`config.mk`:
```
export PLATFORM = sky130hd
export DESIGN_NAME = omr_stream_grader_flat
export DESIGN_NICKNAME = d
export VERILOG_FILES = /design/src/rtl/omr_pkg.sv /design/src/rtl/omr_stream_grader_if.sv /design/src/rtl/omr_key_store.sv /design/src/rtl/omr_stream_grader.sv /design/src/flat_wrapper.sv
export SDC_FILE = /design/constraint.sdc
export NUM_CORES = 1
export LEC_CHECK = 0
export CELL_PAD_IN_SITES_DETAIL_PLACEMENT = 1
export CELL_PAD_IN_SITES_GLOBAL_PLACEMENT = 2
export CORE_MARGIN = 2
export CORE_UTILIZATION = 30
export DETAILED_ROUTE_END_ITERATION = 8
export DONT_BUFFER_PORTS = 1
export PLACE_DENSITY = 0.68
export SLEW_MARGIN = 20
export SYNTH_ARGS = -nofsm -noshare
export SYNTH_HDL_FRONTEND = slang
export SYNTH_SLANG_ARGS = --single-unit
```
`constraint.sdc`:
```
create_clock -name clk -period 2.65 [get_ports clk]
set_input_delay 0.53 -clock clk [delete_from_list [all_inputs] [get_ports clk]]
set_output_delay 0.53 -clock clk [all_outputs]
set_load 0.03 [all_outputs]
```
`src/rtl/omr_pkg.sv`:
```
// Shared types and helpers for the OMR stream grader and the result/display logic.
package omr_pkg;

    typedef enum logic [1:0] {IDLE, LOAD, GRADE, DONE} state_t;

    typedef enum logic [1:0] {BLANK, CORRECT, WRONG} class_t;

    // Width needed to hold a count from 0 up to and including numQ.
    function automatic int cntWidth(input int numQ);
        return $clog2(numQ + 1);
    endfunction

endpackage

```
`src/rtl/omr_stream_grader_if.sv`:
```
// One-beat-per-question answer stream between the sheet reader and the grader.
interface omr_stream_grader_if #(
    parameter int OPT_W = 4
);
    logic             ans_valid;
    logic [OPT_W-1:0] ans_data;
    logic             ans_ready;

    modport master (output ans_valid, output ans_data, input ans_ready);
    modport slave  (input ans_valid, input ans_data, output ans_ready);
endinterface

```
`src/rtl/omr_key_store.sv`:
```
// Answer key register array: one synchronous write port, one asynchronous read port.
module omr_key_store #(
    parameter int NUM_Q = 10,
    parameter int OPT_W = 4,
    parameter int IDX_W = 4
) (
    input  logic             clk,
    input  logic             reset,
    input  logic             i_wr_en,
    input  logic [IDX_W-1:0] i_wr_idx,
    input  logic [OPT_W-1:0] i_wr_data,
    input  logic [IDX_W-1:0] i_rd_idx,
    output logic [OPT_W-1:0] o_rd_data
);

    logic [OPT_W-1:0] r_key [NUM_Q];

    // Decoded per-entry writes keep the index width independent of the array depth.
    always_ff @(posedge clk) begin
        if (reset) begin
            for (int i = 0; i < NUM_Q; i++) r_key[i] <= '0;
        end else begin
            for (int i = 0; i < NUM_Q; i++) begin
                if (i_wr_en && (i_wr_idx == IDX_W'(i))) r_key[i] <= i_wr_data;
            end
        end
    end

    always_comb begin
        o_rd_data = '0;
        for (int i = 0; i < NUM_Q; i++) begin
            if (i_rd_idx == IDX_W'(i)) o_rd_data = r_key[i];
        end
    end

endmodule

```
`src/rtl/omr_stream_grader.sv`:
```
// Loads an answer key over a valid/ready stream, then grades student sheets against it
// with negative marking, a zero floor and saturation at the score width.
module omr_stream_grader
    import omr_pkg::*;
#(
    parameter int NUM_Q    = 10,
    parameter int OPT_W    = 4,
    parameter int POS_MARK = 1,
    parameter int NEG_MARK = 1,
    parameter int SCORE_W  = 8,
    localparam int CNT_W   = cntWidth(NUM_Q)
) (
    input  logic                clk,
    input  logic                reset,
    omr_stream_grader_if.slave  ans,
    input  logic                i_key_load,
    input  logic                i_grade_start,
    output logic                o_key_loaded,
    output logic                o_busy,
    output logic                o_done,
    output logic [CNT_W-1:0]    o_correct_cnt,
    output logic [CNT_W-1:0]    o_wrong_cnt,
    output logic [CNT_W-1:0]    o_blank_cnt,
    output logic [SCORE_W-1:0]  o_score
);

    localparam int RAW_W = 64;
    localparam logic signed [RAW_W-1:0] POS_WIDE  = RAW_W'(POS_MARK);
    localparam logic signed [RAW_W-1:0] NEG_WIDE  = RAW_W'(NEG_MARK);
    localparam logic signed [RAW_W-1:0] SCORE_MAX = (64'sd1 <<< SCORE_W) - 64'sd1;

    state_t             r_state;
    logic [CNT_W-1:0]   r_idx;
    logic [CNT_W-1:0]   r_correctCnt;
    logic [CNT_W-1:0]   r_wrongCnt;
    logic [CNT_W-1:0]   r_blankCnt;
    logic [SCORE_W-1:0] r_score;
    logic               r_keyLoaded;
    logic               r_busy;
    logic               r_done;
    logic               r_ready;

    logic [OPT_W-1:0]        w_keyData;
    logic                    w_accept;
    logic                    w_keyWr;
    logic                    w_lastIdx;
    logic                    w_sheetEnd;
    class_t                  w_class;
    logic signed [RAW_W-1:0] w_raw;
    logic [SCORE_W-1:0]      w_score;

    assign w_accept   = ans.ans_valid && r_ready;
    assign w_keyWr    = w_accept && (r_state == LOAD);
    assign w_lastIdx  = (r_idx == CNT_W'(NUM_Q - 1));
    assign w_sheetEnd = (r_idx == CNT_W'(NUM_Q));

    omr_key_store #(
        .NUM_Q (NUM_Q),
        .OPT_W (OPT_W),
        .IDX_W (CNT_W)
    ) u_keyStore (
        .clk       (clk),
        .reset     (reset),
        .i_wr_en   (w_keyWr),
        .i_wr_idx  (r_idx),
        .i_wr_data (ans.ans_data),
        .i_rd_idx  (r_idx),
        .o_rd_data (w_keyData)
    );

    // Blank is tested first so a zero key entry never turns a blank into a correct.
    always_comb begin
        w_class = WRONG;
        if (ans.ans_data == '0) begin
            w_class = BLANK;
        end else if (ans.ans_data == w_keyData) begin
            w_class = CORRECT;
        end
    end

    always_comb begin
        w_raw   = $signed(RAW_W'(r_correctCnt)) * POS_WIDE - $signed(RAW_W'(r_wrongCnt)) * NEG_WIDE;
        w_score = w_raw[SCORE_W-1:0];
        if (w_raw[RAW_W-1]) begin
            w_score = '0;
        end else if (w_raw > SCORE_MAX) begin
            w_score = '1;
        end
    end

    // In GRADE the index runs one past the last question; that extra cycle turns the
    // final registered tallies into the score before entering DONE.
    always_ff @(posedge clk) begin
        if (reset) begin
            r_state      <= IDLE;
            r_idx        <= '0;
            r_correctCnt <= '0;
            r_wrongCnt   <= '0;
            r_blankCnt   <= '0;
            r_score      <= '0;
            r_keyLoaded  <= 1'b0;
            r_busy       <= 1'b0;
            r_done       <= 1'b0;
            r_ready      <= 1'b0;
        end else begin
            case (r_state)
                IDLE, DONE: begin
                    if (i_key_load) begin
                        r_state     <= LOAD;
                        r_idx       <= '0;
                        r_keyLoaded <= 1'b0;
                        r_done      <= 1'b0;
                        r_busy      <= 1'b1;
                        r_ready     <= 1'b1;
                    end else if (i_grade_start && r_keyLoaded) begin
                        r_state      <= GRADE;
                        r_idx        <= '0;
                        r_correctCnt <= '0;
                        r_wrongCnt   <= '0;
                        r_blankCnt   <= '0;
                        r_done       <= 1'b0;
                        r_busy       <= 1'b1;
                        r_ready      <= 1'b1;
                    end
                end
                LOAD: begin
                    if (w_accept) begin
                        if (w_lastIdx) begin
                            r_state     <= IDLE;
                            r_idx       <= '0;
                            r_keyLoaded <= 1'b1;
                            r_busy      <= 1'b0;
                            r_ready     <= 1'b0;
                        end else begin
                            r_idx <= r_idx + CNT_W'(1);
                        end
                    end
                end
                GRADE: begin
                    if (w_sheetEnd) begin
                        r_state <= DONE;
                        r_score <= w_score;
                        r_done  <= 1'b1;
                        r_busy  <= 1'b0;
                    end else if (w_accept) begin
                        case (w_class)
                            BLANK:   r_blankCnt   <= r_blankCnt + CNT_W'(1);
                            CORRECT: r_correctCnt <= r_correctCnt + CNT_W'(1);
                            default: r_wrongCnt   <= r_wrongCnt + CNT_W'(1);
                        endcase
                        r_idx <= r_idx + CNT_W'(1);
                        if (w_lastIdx) r_ready <= 1'b0;
                    end
                end
                default: r_state <= IDLE;
            endcase
        end
    end

    assign ans.ans_ready  = r_ready;
    assign o_key_loaded   = r_keyLoaded;
    assign o_busy         = r_busy;
    assign o_done         = r_done;
    assign o_correct_cnt  = r_correctCnt;
    assign o_wrong_cnt    = r_wrongCnt;
    assign o_blank_cnt    = r_blankCnt;
    assign o_score        = r_score;

endmodule

```
`src/flat_wrapper.sv`:
```
// flat-port wrapper written by rule: the top's interface ports become plain ports
module omr_stream_grader_flat import omr_pkg::*;
#(
    parameter int NUM_Q    = 10,
    parameter int OPT_W    = 4,
    parameter int POS_MARK = 1,
    parameter int NEG_MARK = 1,
    parameter int SCORE_W  = 8,
    localparam int CNT_W   = cntWidth(NUM_Q)
)
  (clk, reset, i_key_load, i_grade_start, o_key_loaded, o_busy, o_done, o_correct_cnt, o_wrong_cnt, o_blank_cnt, o_score, ans_ans_valid, ans_ans_data, ans_ans_ready);
  omr_stream_grader_if #(.OPT_W(OPT_W)) ans_i ();
  input  logic clk;
  input  logic reset;
  input  logic i_key_load;
  input  logic i_grade_start;
  output logic o_key_loaded;
  output logic o_busy;
  output logic o_done;
  output logic [CNT_W-1:0] o_correct_cnt;
  output logic [CNT_W-1:0] o_wrong_cnt;
  output logic [CNT_W-1:0] o_blank_cnt;
  output logic [SCORE_W-1:0] o_score;
  input wire logic [$bits(ans_i.ans_valid)-1:0] ans_ans_valid;
  input wire logic [$bits(ans_i.ans_data)-1:0] ans_ans_data;
  output wire logic [$bits(ans_i.ans_ready)-1:0] ans_ans_ready;
  assign ans_i.ans_valid = ans_ans_valid;
  assign ans_i.ans_data = ans_ans_data;
  assign ans_ans_ready = ans_i.ans_ready;
  omr_stream_grader #(.NUM_Q(NUM_Q), .OPT_W(OPT_W), .POS_MARK(POS_MARK), .NEG_MARK(NEG_MARK), .SCORE_W(SCORE_W)) u_core (.clk(clk), .reset(reset), .ans(ans_i), .i_key_load(i_key_load), .i_grade_start(i_grade_start), .o_key_loaded(o_key_loaded), .o_busy(o_busy), .o_done(o_done), .o_correct_cnt(o_correct_cnt), .o_wrong_cnt(o_wrong_cnt), .o_blank_cnt(o_blank_cnt), .o_score(o_score));
endmodule
```
==> out/qor.yml, run 1 <==
status: "finished, final reports clean"
ys_seq_area_frac: 0.4279
rsz0062_at_grt: "yes"
p_per_area_mw_per_mm2: 733.5
syn-cell-area_sq_mm: 0.004070
hold_path.class: "primary input to flip-flop"
synthesis.nets: 439
hold_slack_ns: 0.2827
via_count: 3236
cp_cell_sequence: "inv_1 > ha_2 > buf_4 > nand3b_1 > o221a_1 > a221oi_2 > nand2_2 > xor2_4 > or4_1 > a31oi_1"
clk_latency_ns: 0.34
grt_max_degree: 40
drv_cap: 0
design_area_sq_mm: 0.004951
final_hold_viol_count: 0
post-route-period-util: 0.9567
fin_util: 0.3739
port_buffers: 0
cts_hold_buf: 0
async_flop_share: 0
grt_pass1_vias: 3361
row_count: 42
core_sq_mm: 0.01324
synthCells: 416
place_area_sq_mm: 0.004414
ios: 33
slew_viol_final: 0
drc: 0
syn_avg_cell_area_sq_um: 9.784
num_antenna_cells: 0
worst_path_largest_cell_delay_ns: 0.52
die-area_sq_mm: 0.01452
timing.final.crit_period_ns: 2.535
required_ns: 2.91
die_width_microns: 120.5
yosys_most_used_dff: "edfxtp_1"
critPathMaxFanout: 7
skew_ns: 0.007460
drt_first_iter_violations: 189
power_mw: 3.632
vdd_drop_max_mv: 0.3598
syn_to_final_growth_pct: 21.64
gp_congestion: 0.7968
synth_top_cell_area_share: 0.2951
fillers: 1515
drive_gt1_frac: 0.2466
worst_pin_slew_ns: 0.6214
cts_tree: "built"
synth_edf_count: 40
endpoint_kind: "flip-flop"
cts_inserted_buffers: 9
dr.pass1.iters: 5
max_slew_margin: 0.5842
clk_pin_slew_worst_paths_ns: 0.06
vias_per_cell: 5.203
yosysTopAreaCell: "edfxtp_1"
crit_type: "flip-flop to flip-flop"
start_util: 0.3074
grtUsageTotal: 0.1685
cpMaxStageDelayCell: "or4_1"
post_drt_wl_per_cell_microns: 18.78
gr-total-overflow: 0
yosys-top-cells-area: "edfxtp_1 30%, dfxtp_1 13%, and3_1 5.1%, ha_1 4.0%, a21oi_1 3.4%"
path_buf_inv: 2
fmax_mhz: 394.4
dieHeight_microns: 120.5
leakage_nw: 1.962
setup-violations-final: 0
antenna_found_initial: 0
arrival_ns: 2.80
ys_warn_count: 0
routed_wl_mm: 11.68
cts_buffer_depth: 2
cp_top_family: "simple AND/OR/NAND/NOR gates"
synth-seq-cells: 67
start_kind: "flip-flop"
cts.sinks: 67
grt_pass1_wl_mm: 18.71
hpwl_mm: 8.468
htree_levels: 3
nets: 464
synth_cell_types: 67
ant_nets: 0
cts_root_buf: "clkbuf_16"
## cells in the final DEF (no fill, tap or decap), types with 6 or more instances in the layout
cell type,n
clkbuf_16,9
a21o_1,10
a21oi_1,26
edfxtp_1,40
buf_4,44
nand3b_1,9
nand2_1,28
nand4_1,6
nand2b_1,8
nor2_1,27
and2_1,10
o21ai_0,11
inv_1,19
mux2i_1,10
nor3_1,9
and4bb_2,6
dfxtp_1,24
nand3_1,7
and3_1,33
ha_1,9
a31oi_1,6
## worst paths after layout
kind                                  end               from  slack [ns]  depth (start not counted)
setup reg to reg  u_core.o_correct_cnt[1]    u_core.r_idx[0]        0.11                         10
hold reg to reg         u_core.o_score[6]  u_core.o_score[6]        0.47                          1
hold / removal    u_core.o_correct_cnt[1]              reset        0.28                          1
setup / recovery  u_core.o_correct_cnt[1]    u_core.r_idx[0]        0.11                         10
## worst reg2reg max path: cells and delay by family, from the launching register on
family                     cells  cell delay (ns)
xor gates and xnor gates       1             0.20
AOI/OAI and AO/OA              3             0.60
adders and majority gates      1             0.26
and+or+nand+nor                3             0.81
DFF                            1             0.35
buffers and inverters          2             0.25
## cell families (layout without fill, tap and decap cells)
| logic type | after synthesis | in the layout | share of synthesized area |
|---|---|---|---|
| AOI/OAI and AO/OA | 88 | 88 | 0.1482 |
| xor gates and xnor gates | 6 | 6 | 0.01476 |
| buffers and inverters | 53 | 83 | 0.07409 |
| muxes | 11 | 11 | 0.02736 |
| and+or+nand+nor | 177 | 177 | 0.2628 |
| DFF | 67 | 67 | 0.4279 |
| adders and majority gates | 14 | 14 | 0.04488 |
## area by class of cell
class,instances,area [sq um],area share
Timing Repair Buffer,47,372.9,0.07531
Sequential cell,67,1748,0.3530
Inverter,20,77.57,0.01567
Multi-Input combinational cell,296,2167,0.4377
Clock inverter,7,140.1,0.02830
Clock buffer,9,225.2,0.04549
Tap cell,176,220.2,0.04448
## power breakdown
group	switching, mW	internal [mW]	leakage, nW
sequential	0.0660	1.17	0.633
combinational	0.555	0.377	1.16
clock	0.457	1.01	0.172
## state kept, by name, indices dropped and copies added (netlist names)
register	count
u_core.r_state	2
u_core.r_idx	4
u_core.o_blank_cnt	4
u_core.u_keyStore.r_key	40
u_core.o_busy	1
u_core.o_done	1
u_core.o_key_loaded	1
u_core.o_score	5
u_core.o_correct_cnt	4
u_core.o_wrong_cnt	4
u_core.ans.ans_ready	1
## through the flow
step / std cells / setup TNS [ns] / setup slack [ns]
global placement: 604 / -0.02798 / -0.02798
global route: 622 / -0.005592 / -0.005592
detailed placement: 604 / -0.3812 / -0.1197
CTS: 620 / 0 / 0.006111
finish: 622 / 0 / 0.1147
floorplan: 416 / 0 / 0.2197
## repair_timing
| item | CTS | global route |
|---|---|---|
| endpoints found under the setup margin | 5 | 8 |
| pin swaps | 2 | 11 |
| gates resized for setup | 9 | 25 |
| hold endpoints to repair | 0 | 0 |
| buffers inserted | 0 | 2 |
## Yosys cell counts, types with 3 or more instances
cell / number
clkbuf_1: 15
nand4_1: 6
mux2i_1: 10
nor3_1: 9
buf_2: 4
o221ai_1: 3
nor2_1: 27
a22oi_1: 3
dfxtp_1: 27
edfxtp_1: 40
xor2_1: 3
and2_1: 10
nand2_1: 28
buf_6: 7
nand3b_1: 9
a21oi_1: 28
nand2b_1: 8
o21ai_0: 12
a221oi_2: 3
inv_1: 20
nor4_1: 4
or3_1: 4
and4bb_2: 6
or4_1: 3
clkbuf_8: 3
ha_1: 13
buf_4: 4
and3_1: 33
a31oi_1: 6
nand3_1: 9
nand4b_1: 4
a21o_1: 10
## routing by layer
layer	wire (microns)	GRT usage
met2	5584	0.2659
met4	59	0.03779
met3	451	0.05283
met1	5588	0.2262
met5	0	0
Note: power is estimated with default switching activity, not from simulation.
==> run 2: changes to the inputs <==
ABC_AREA = 0   (was default)
CELL_PAD_IN_SITES_DETAIL_PLACEMENT = 0   (was 1)
CELL_PAD_IN_SITES_GLOBAL_PLACEMENT = 1   (was 2)
PLACE_DENSITY = 0.59   (was 0.68)
clock period = 3.2 ns   (was 2.65 ns; I/O delays follow)
==> run 2 against run 1 <==
Effect of this change: sequential share of layout area up 4.0 points; cell count down 5.3%; fmax down 13%; sequential cell count unchanged; clock-buffer cell count unchanged; critical path type unchanged; hold slack better by 0.098 ns; critical path depth down 1; power down 30%; clock power down 40%; worst setup slack better by 0.16 ns; sequential power down 15%.
==> out/qor.yml, run 2 (synthesis results as in run 1) <==
via_count: 3091  # -4.5%
setup-violations-final: 0  # unchanged
hpwl_mm: 7.077  # -16%
required_ns: 3.46  # +0.55 ns
clk_pin_slew_worst_paths_ns: 0.06  # about the same
cts_inserted_buffers: 9  # unchanged
cts_tree: "built"
num_antenna_cells: 0  # unchanged
grt_pass1_wl_mm: 16.80  # -10%
arrival_ns: 3.19  # +0.39 ns
worst_path_largest_cell_delay_ns: 0.42  # -0.10 ns
cts_resized: 0  # -9
design_area_sq_mm: 0.004432  # -10%
grt_use_met3: 0.03349  # -0.01934
dp.cells: 573  # -5.1%
post_drt_wl_per_cell_microns: 17.71  # -5.7%
largest_register_ffs: 40  # unchanged
finalSetupTns_ns: 0  # unchanged
die-area_sq_mm: 0.01452  # unchanged
regMostFlops: "u_core.u_keyStore.r_key"
cp_cell_sequence: "inv_1 > ha_1 > or3b_1 > a211oi_1 > or4_1 > a2bb2oi_1 > nand3_1 > o311ai_0 > mux2i_1"
max_slew_margin: 0.6077  # +0.02354
stdcell_count: 589  # -5.3%
fmax_mhz: 341.3  # -13%
crit_type: "flip-flop to flip-flop"
syn_to_final_growth_pct: 8.884
timing.final.crit_period_ns: 2.930  # +0.3943 ns
gp_congestion: 0.7589  # -4.8%
antenna_found_initial: 0  # unchanged
drv_cap: 0  # unchanged
cts_hold_buf: 0  # unchanged
grt_max_degree: 40  # unchanged
power_mw: 2.532  # -30%
vdd_drop_max_mv: 0.2410  # -33%
drt_first_iter_violations: 268  # +42%
setup_slack_ns: 0.2704  # +0.1557 ns
drc: 0  # unchanged
dieHeight_microns: 120.5  # unchanged
row_count: 42  # unchanged
p_per_area_mw_per_mm2: 571.4  # -22%
grtUsageTotal: 0.1504  # -0.01809
cts_root_buf: "clkbuf_16"
slew_viol_final: 0  # unchanged
leakage_nw: 1.727  # -12%
cpMaxStageDelayCell: "o311ai_0"
met1_usage: 0.1958  # -0.03039
fin_util: 0.3347  # -0.03921
status: "finished, final reports clean"
hold_path.class: "primary input to flip-flop"
skew_ns: 0.005382  # -0.002078 ns
hold_slack_ns: 0.3803  # +0.09766 ns
worst_pin_slew_ns: 0.5876  # -0.03381 ns
cts.sinks: 67  # unchanged
grt_pass1_vias: 3069  # -8.7%
port_buffers: 0  # unchanged
critPathMaxFanout: 8  # +1
met2_usage: 0.2440  # -0.02189
final_cell_mix: "40 x edfxtp_1, 33 x and3_1, 28 x nand2_1, 28 x a21oi_1"
place_area_sq_mm: 0.004169  # -5.6%
ios: 33  # unchanged
start_kind: "flip-flop"
routed_wl_mm: 10.43  # -11%
vias_per_cell: 5.248  # +0.87%
htree_levels: 3  # unchanged
start_util: 0.3074  # unchanged
cts_buffer_depth: 2  # unchanged
clk_latency_ns: 0.33  # about the same
grt.busiest_layer: "met2"
endpoint_kind: "flip-flop"
drive_gt1_frac: 0.1259  # -0.1207
rsz0062_at_grt: "no"
post-route-period-util: 0.9155  # -0.04121
final_hold_viol_count: 0  # unchanged
nets: 431  # -7.1%
die_width_microns: 120.5  # unchanged
dr.pass1.iters: 4  # -1
core_sq_mm: 0.01324  # unchanged
gr-total-overflow: 0  # unchanged
cts.repair_timing.setup_buffer_count: 0  # unchanged
ant_nets: 0  # unchanged
pre_cts_ws_ns: 0.2381  # +0.3578 ns
final_common_cell: "edfxtp_1"
-- run 2: final cells by class --
type | count | area [sq um]
Fill cell | 1391 | 8811
Multi-Input combinational cell | 296 | 2029
Sequential cell | 67 | 1742
Clock buffer | 9 | 225.2
Tap cell | 176 | 220.2
Timing Repair Buffer | 14 | 105.1
Inverter | 20 | 75.07
Clock inverter | 7 | 35.03
-- run 2: path summary, 6_finish.rpt --
path | from | endpoint | slack [ns] | cells past startpoint
max | u_core.r_idx[1] | u_core.o_wrong_cnt[2] | 0.27 | 9
min | reset | u_core.o_score[3] | 0.38 | 1
max reg2reg | u_core.r_idx[1] | u_core.o_wrong_cnt[2] | 0.27 | 9
min reg2reg | u_core.o_score[6] | u_core.o_score[6] | 0.47 | 1
-- run 2: critical path: cells and delay by family (launching register included) --
kind,cells,cell delay [ns]
compound gates,3,1.00
fa+ha+maj,1,0.35
buf+inv,1,0.10
flops,1,0.35
mux,1,0.24
simple gates,3,0.82
-- run 2: metal layers --
metal | wire, microns | share of wire | vias up
li1 | - | - | 1516
met1 | 4939 | 0.47 | 1483
met2 | 4836 | 0.46 | 76
met3 | 463 | 0.044 | 16
met4 | 192 | 0.018 | 0
met5 | 0 | 0 | -
-- run 2: report_power, final --
group	switching [mW]	internal, mW	total [mW]
clock	0.370	0.512	0.882
sequential	0.0831	0.965	1.05
combinational	0.374	0.228	0.602
==> run 3: changes to the inputs <==
GPL_TIMING_DRIVEN = 0   (was default)
==> run 3 against run 2 <==
Effect of this change: combinational power grew 8.6%; first-iteration DRC count unchanged; core utilization grew 1.2 points; register-to-register slack better by 0.03 ns; wire length increased by 8.8%; critical endpoint is now u_core.o_correct_cnt[1]; largest cell class unchanged.
==> out/qor.yml, run 3 (synthesis results as in run 1) <==
dieHeight_microns: 120.5  # unchanged
post-route-period-util: 0.9076  # -0.007908
via_count: 3186  # +3.1%
drv_cap: 0  # unchanged
drc: 0  # unchanged
port_buffers: 0  # unchanged
gr-total-overflow: 0  # unchanged
crit_type: "flip-flop to flip-flop"
met1_usage: 0.2161  # +0.02025
grt.busiest_layer: "met2"
start_kind: "flip-flop"
cts.sinks: 67  # unchanged
post_drt_wl_per_cell_microns: 18.67  # +5.4%
timing.final.crit_period_ns: 2.904  # -0.02530 ns
setup-violations-final: 0  # unchanged
dr.pass1.iters: 4  # unchanged
cts.repair_timing.setup_buffer_count: 0  # unchanged
status: "finished, final reports clean"
die-area_sq_mm: 0.01452  # unchanged
routed_wl_mm: 11.35  # +8.8%
hold_path.class: "primary input to flip-flop"
drive_gt1_frac: 0.1273  # +0.001407
core_sq_mm: 0.01324  # unchanged
finalSetupTns_ns: 0  # unchanged
vdd_drop_max_mv: 0.2103  # -13%
gp_congestion: 0.9525  # +26%
critPathMaxFanout: 7  # -1
regMostFlops: "u_core.u_keyStore.r_key"
drt_first_iter_violations: 268  # unchanged
cts_hold_buf: 0  # unchanged
grtUsageTotal: 0.1654  # +0.01499
final_hold_viol_count: 0  # unchanged
hpwl_mm: 8.192  # +16%
ant_nets: 0  # unchanged
clk_latency_ns: 0.34  # about the same
met2_usage: 0.2539  # +0.009887
vias_per_cell: 5.240  # -0.15%
grt_pass1_vias: 3199  # +4.2%
rsz0062_at_grt: "no"
num_antenna_cells: 0  # unchanged
ios: 33  # unchanged
htree_levels: 3  # unchanged
leakage_nw: 1.791  # +3.7%
grt_max_degree: 12  # -70%
start_util: 0.3074  # unchanged
skew_ns: 0.006674  # +0.001293 ns
worst_pin_slew_ns: 0.7712  # +0.1836 ns
clk_pin_slew_worst_paths_ns: 0.06  # about the same
antenna_found_initial: 0  # unchanged
p_per_area_mw_per_mm2: 583.4  # +2.1%
row_count: 42  # unchanged
nets: 450  # +4.4%
largest_register_ffs: 40  # unchanged
grt_use_met3: 0.05142  # +0.01792
cts_tree: "built"
grt_pass1_wl_mm: 18.05  # +7.4%
endpoint_kind: "flip-flop"
required_ns: 3.47  # about the same
final_common_cell: "edfxtp_1"
stdcell_count: 608  # +3.2%
fmax_mhz: 344.3  # +0.87%
cts_inserted_buffers: 9  # unchanged
syn_to_final_growth_pct: 12.82
cts_root_buf: "clkbuf_16"
final_cell_mix: "40 x edfxtp_1, 33 x and3_1, 28 x nand2_1, 28 x a21oi_1"
max_slew_margin: 0.4819  # -0.1258
dp.cells: 592  # +3.3%
slew_viol_final: 0  # unchanged
power_mw: 2.679  # +5.8%
arrival_ns: 3.17  # -0.02 ns
cts_buffer_depth: 2  # unchanged
die_width_microns: 120.5  # unchanged
-- run 3: changes by cell type in the layout (fill, tap and decap cells not counted), moves of 2 or more --
| cell | change |
|---|---|
| clkbuf_8 | +5 |
| clkinv_2 | -3 |
| buf_4 | -10 |
| clkbuf_1 | +18 |
| clkinv_1 | -2 |
| buf_2 | +4 |
| buf_6 | +7 |
-- run 3: area by class of cell --
type,instances,area [sq um]
buffer,33,226.5
multi-input combinational,296,2034
inverter,20,75.07
fill,1399,8651
sequential,67,1742
clock buffer,15,289.0
tap,176,220.2
clock inverter,1,5.005
-- run 3: layer usage --
metal / routed length [microns] / vias up
met5: 0 / -
met4: 230 / 0
met3: 646 / 18
met2: 5155 / 77
met1: 5318 / 1534
li1: - / 1557
-- run 3: power by group --
group          internal, mW  total [mW]  switching [mW]
sequential            0.966        1.05          0.0832
clock                 0.613       0.976           0.363
combinational         0.241       0.654           0.412
-- run 3: per-stage QoR --
| stage | util | hold WS [ns] | instance area (sq um) | setup slack, ns |
|---|---|---|---|---|
| global placement | 0.3240 | 0.5185 | 4290 | 0.2473 |
| global route | 0.3468 | 0.4881 | 4592 | 0.04354 |
| detailed placement | 0.3240 | 0.5288 | 4290 | 0.2123 |
| CTS | 0.3462 | 0.4787 | 4584 | 0.1870 |
| floorplan | - | 0.4786 | 4070 | 0.7697 |
| finish | 0.3468 | 0.4925 | 4592 | 0.2957 |
-- run 3: final timing paths --
check	startpoint	to	slack, ns	depth (start not counted)
worst max-delay path	u_core.r_idx[0]	u_core.o_correct_cnt[1]	0.30	9
worst min-delay path	reset	u_core.o_correct_cnt[2]	0.49	2
worst max register to register	u_core.r_idx[0]	u_core.o_correct_cnt[1]	0.30	9
worst min register to register	u_core.r_idx[1]	u_core.r_idx[1]	0.53	2
-- run 3: timing repair --
action / 4_1_cts / 5_1_grt
resized for setup: 0 / 2
setup endpoints to repair: 0 / 2
hold endpoints to repair: 0 / 0
-- run 3: worst max-delay path, cell delays in order (launching register included) --
cell and delay, ns:
dfxtp_1 0.38, inv_1 0.10, ha_1 0.23, or3b_1 0.44, a211oi_1 0.39, or4_1 0.17, a2bb2oi_1 0.19, nand3_1 0.26
or4_1 0.53, a31oi_1 0.13
